[src/rtl/instr_pkg.sv]
// Shared widths and word type for the two-half instruction register.
package instr_pkg;

  localparam int INSTR_HALF_W = 8;
  localparam int INSTR_W      = 2 * INSTR_HALF_W;

  typedef logic [INSTR_W-1:0] instr_word_t;

endpackage : instr_pkg

[src/rtl/half_reg.sv]
// One half of the instruction word: enabled data register plus a sticky
// "loaded" flag that a synchronous clear drops unless the same cycle loads.
module half_reg #(
  parameter int BITS = 8
) (
  input  logic            clk_i,
  input  logic            rst_n_i,
  input  logic [BITS-1:0] d_i,
  input  logic            load_i,
  input  logic            clr_i,
  output logic [BITS-1:0] q_o,
  output logic            loaded_o
);

  logic [BITS-1:0] data_q, data_d;
  logic            loaded_q, loaded_d;

  always_comb begin
    data_d   = data_q;
    loaded_d = loaded_q;
    if (load_i) begin
      data_d   = d_i;
      loaded_d = 1'b1;
    end else if (clr_i) begin
      // clr only touches the flag; a load in the same cycle takes priority
      loaded_d = 1'b0;
    end
  end

  always_ff @(posedge clk_i or negedge rst_n_i) begin
    if (!rst_n_i) begin
      data_q   <= '0;
      loaded_q <= 1'b0;
    end else begin
      data_q   <= data_d;
      loaded_q <= loaded_d;
    end
  end

  assign q_o      = data_q;
  assign loaded_o = loaded_q;

endmodule : half_reg

[src/rtl/instruction_reg.sv]
// Assembles a 2*BITS instruction word from a narrow bus written one half at a
// time; full tells the decoder both halves have been written since reset/clr.
module instruction_reg
  import instr_pkg::*;
#(
  parameter int BITS = INSTR_HALF_W
) (
  input  logic              clk,
  input  logic              rst_n,
  input  logic [BITS-1:0]   in,
  input  logic              set_hi,
  input  logic              set_lo,
  input  logic              clr,
  output logic [2*BITS-1:0] out,
  output logic              hi_loaded,
  output logic              lo_loaded,
  output logic              full
);

  logic [BITS-1:0] hi_q, lo_q;

  half_reg #(.BITS(BITS)) u_hi (
    .clk_i    (clk),
    .rst_n_i  (rst_n),
    .d_i      (in),
    .load_i   (set_hi),
    .clr_i    (clr),
    .q_o      (hi_q),
    .loaded_o (hi_loaded)
  );

  half_reg #(.BITS(BITS)) u_lo (
    .clk_i    (clk),
    .rst_n_i  (rst_n),
    .d_i      (in),
    .load_i   (set_lo),
    .clr_i    (clr),
    .q_o      (lo_q),
    .loaded_o (lo_loaded)
  );

  assign out  = {hi_q, lo_q};
  assign full = hi_loaded & lo_loaded;

endmodule : instruction_reg

[config.mk]
export PLATFORM = sky130hd
export DESIGN_NAME = instruction_reg
export DESIGN_NICKNAME = d
export VERILOG_FILES = /design/src/rtl/instr_pkg.sv /design/src/rtl/half_reg.sv /design/src/rtl/instruction_reg.sv
export SDC_FILE = /design/constraint.sdc
export NUM_CORES = 1
export LEC_CHECK = 0
export ABC_AREA = 1
export CAP_MARGIN = 20
export CORE_ASPECT_RATIO = 1.25
export CORE_MARGIN = 3
export CORE_UTILIZATION = 41
export CTS_CLUSTER_DIAMETER = 150
export CTS_CLUSTER_SIZE = 24
export DETAILED_ROUTE_END_ITERATION = 6
export PLACE_DENSITY = 0.86
export SLEW_MARGIN = 40
export SYNTH_ARGS = -nofsm -noshare
export SYNTH_HDL_FRONTEND = slang
export SYNTH_SLANG_ARGS = --single-unit
[constraint.sdc]
create_clock -name clk -period 1.1 [get_ports clk]
set_clock_uncertainty 0.1 [all_clocks]
set_input_delay 0.33 -clock clk [delete_from_list [all_inputs] [get_ports clk]]
set_output_delay 0.33 -clock clk [all_outputs]
set_load 0.01 [all_outputs]
Word level (Yosys, flattened, before mapping)
Cells that the tools add are included.
{"block": "totals", "ff_bits": 18, "latchBits": 0, "ram_bits": 0, "romBits": 0, "in_bits": 13, "word_cells": 10, "n_memories": 0}
{"block": "classes", "add_sub_neg": 0, "mul": 0, "n_div": 0, "n_lt_le_gt_ge": 0, "n_eq_ne": 0, "shifts": 0, "muxes": 3, "bitwise_logic": 1, "n_reduce_logical": 2}
{"cell": "2-bit nonzero test", "count": 2}
{"cell": "1-bit two-way mux", "count": 3}
{"cell": "1-bit bitwise AND", "count": 1}

Logic depth before layout (Yosys ltp)
{"block": "logic_depth", "depth_word": 2, "depth_mapped": 4}

Hierarchy
Synthesis repeated with hierarchy kept, for this count alone.
{"block": "hier_totals", "hier_cells": 78, "hier_area_um2": 690.7}
{"mod": "half_reg", "instances": 2, "cells_each": 38, "area_each_um2": 341.6}
{"mod": "instruction_reg", "instances": 1, "cells_each": 2, "area_each_um2": 7.5}

Worst setup path after synthesis
OpenSTA, ideal clock, no wires.
{"block": "synth_timing", "kind": "register to output", "start": "register u_hi.loaded_q (netlist: u_hi.loaded_o)", "end": "output full", "arrival_time_ps": 533, "slack_ps": 137, "stages_incl_launch_ff": 3, "path_buffers": 0, "path_cell_list": "dfrtp_1 > nand2_1 > inv_1"}
{"block": "synth_between", "elab_chain_cells": 1}
{"element": "start, declared", "line_no": "half_reg.sv:16", "rtl": "logic loaded_q, loaded_d;"}
{"element": "start signal, assigned", "line_no": "half_reg.sv:36", "rtl": "loaded_q <= loaded_d;"}
{"element": "1-bit bitwise AND", "line_no": "instruction_reg.sv:43", "rtl": "assign full = hi_loaded & lo_loaded;"}
{"element": "end, declared", "line_no": "instruction_reg.sv:17", "rtl": "output logic full"}
Every way passes these cells.

Worst setup path after layout
Ends and elaborated chain as after synthesis.

==> impl_metrics.csv <==
group,metric,value,unit
layout,nNetsFinal,141,
critical_path,crit_type,"reg -> out",
logic_synthesis,synth_top_area_share,65.57,%
layout,syn2layout_area_growth,58.65,%
logic_synthesis,synth_area_leaders,"dfrtp_1, nand2_1, buf_6, inv_1, inv_2",
timing,setup-tns-final,-3.130,ns
critical_path,crit_arrival,0.92,ns
timing,timing.slew.headroom,87.53,%
clock_tree,cts_max_level,1,
layout,drive_gt1_share,33.07,%
clock_tree,cts_buffer_depth,2,
clock_tree,cts_hold_buf,0,
floorplan,die_x,42.61,µm
power_and_ir_drop,total_power,1.478,mW
power_and_ir_drop,p_int,1.093,mW
logic_synthesis,syn_area_per_cell,8.921,µm²
timing,setup_violations,19,
clock_tree,clock_latency,0.29,ns
power_and_ir_drop,p_comb_share,21.7,%
timing,period_share,122.7,%
grt,grt_pass1_vias,649,
logic_synthesis,synthesis.area,686.9,µm²
power_and_ir_drop,ir_drop,1.077,mV
layout,layout_common_cells,"nand2_1, dfrtp_1, buf_2, buf_4, clkdlybuf4s50_1",
timing,fmax,0.7409,GHz
power_and_ir_drop,power.leakage,0.6283,nW
routing,final_antenna_net_count,0,
logic_synthesis,yosysUniqueCellTypes,5,
layout,final_cell_count_no_fill,144,
routing,drc,0,
critical_path,crit_path_start_kind,"register",
timing,worst_pin_slew,0.1865,ns
timing,maxSlewViolCount,0,
clock_tree,cts_num_sinks,18,
routing,wl_per_cell,12.78,µm
routing,firstDrtPassIters,4,
floorplan,start_util,46.33,%
routing,wl,1840,µm
routing,vias,683,
timing,timing.final.ws_setup,-0.2496,ns
clock_tree,clkTransAtPathRegs,0.10,ns
routing,avgViaCountPerCell,4.743,
floorplan,rows,15,
clock_tree,cts_buffers,3,
clock_tree,cts_tree,"built",
grt,grt_max_degree,19,
grt,overflow,0,
layout,postLayoutCellArea,1090,µm²
layout,antenna_cells,0,
layout,fin_util,73.50,%
critical_path,reg2reg_slack,0.14,ns
run,cap_viol_max_count,0,
logic_synthesis,synthCells,77,
critical_path,worst_r2r_endpoint,"u_hi.q_o[7]$_DFFE_PN0P_",
layout,final_common_cell,"nand2_1",
grt,grt_pass1_wl,2898,µm
logic_synthesis,syn_nets,90,
floorplan,ios,32,
power_and_ir_drop,seqPwrFrac,50.8,%
critical_path,r2r.worst_path.cells,4,
hold_path,hp-class,"in -> async",
placement,io_buffers,31,
placement,hpwl,1413,µm
timing,hold_viol,0,
floorplan,core_region_area,1483,µm²
outcome,violations,"negative setup slack",
power_and_ir_drop,power_switching,0.3856,mW
outcome,status,"finished, violations left",
critical_path,crit_fanout,3,
placement,gp_congestion,0.6814,
critical_path,reg2reg_from,"u_hi.q_o[7]$_DFFE_PN0P_",
critical_path,required,0.67,ns
grt,globalRouteTotalUtil,18.24,%
placement,placed_area,1076,µm²
logic_synthesis,synth_seq_cells,18,
routing,first_iter_violations,7,
power_and_ir_drop,powerDensity,1357,nW/µm²
placement,dpl_worst_slack,-0.2987,ns
grt,antenna_found_initial,0,
power_and_ir_drop,p_clk_share,27.6,%
logic_synthesis,synth_top_area_cell,"dfrtp_1",
clock_tree,root_buffer,"clkbuf_4",
power_and_ir_drop,switching_share,26.08,%
logic_synthesis,synth.yosys.warnings,0,
floorplan,fp.dieH,51.77,µm
critical_path,endpoint_kind,"output pin",
timing,rsz0062_at_grt,"true",
placement,post-place-cells,132,
timing,fin_hold_ws,0.2680,ns
timing,fin_crit,1.350,ns
logic_synthesis,yosysSeqAreaShare,65.57,%
floorplan,dieArea,2206,µm²
==> area by class of cell <==
type | count | area (µm²)
clock buffer | 4 | 36.28
timing repair buffer | 48 | 367.9
multi-input combinational | 53 | 198.9
inverter | 4 | 15.01
fill | 124 | 392.9
tap | 17 | 21.27
sequential | 18 | 450.4
==> cells by family after synthesis <==
logic type / count (synthesis) / synth area share [%]
AND/OR/NAND/NOR: 53 / 28.96
flip-flops: 18 / 65.57
buffers and inverters: 6 / 5.465
==> sequential cells by signal (all words and copies together), names as in the netlist <==
name and cells:
u_lo.q_o 8, u_lo.loaded_o 1, u_hi.q_o 8, u_hi.loaded_o 1
==> synth_stat cells <==
library cell and instances:
nand2_1 53, dfrtp_1 18, buf_6 2, inv_1 2, inv_2 2
==> power groups by stage <==
stage	clock [mW]	combinational (mW)	sequential, mW
3_5_place_dp	0	0.338	0.765
5_1_grt	0.447	0.349	0.757
4_1_cts	0.415	0.294	0.750
6_report	0.408	0.320	0.750
2_1_floorplan	0	0.0751	0.789
3_3_place_gp	0	0.326	0.760
==> routing by layer <==
| metal | vias up | global-route usage [%] | wire, µm |
|---|---|---|---|
| li1 | 331 | - | - |
| met1 | 314 | 19.82 | 713 |
| met2 | 31 | 30.96 | 946 |
| met3 | 7 | 4.152 | 115 |
| met4 | 0 | 12.95 | 65 |
| met5 | - | 0 | 0 |
==> how the worst max path moves through the flow <==
stage	start	depth (start not counted)	to
floorplan	u_hi.loaded_o$_DFFE_PN0P_	2	full
global placement	u_hi.loaded_o$_DFFE_PN0P_	3	full
detailed placement	u_hi.loaded_o$_DFFE_PN0P_	3	full
CTS	u_hi.loaded_o$_DFFE_PN0P_	3	full
global route	u_hi.loaded_o$_DFFE_PN0P_	3	full
finish	u_hi.loaded_o$_DFFE_PN0P_	3	full
==> worst max-delay path, cell delays in order, from the launching register on <==
cell,delay [ns]
dfrtp_1,0.40
nand2_1,0.07
inv_1,0.03
buf_2,0.12
==> repair_timing <==
action                     4_1_cts  5_1_grt
setup endpoints to repair       19       19
buffers inserted                 2        6
pin swaps                        0        0
gates resized for setup         77        1
Note: power is estimated with default switching activity, not from simulation.
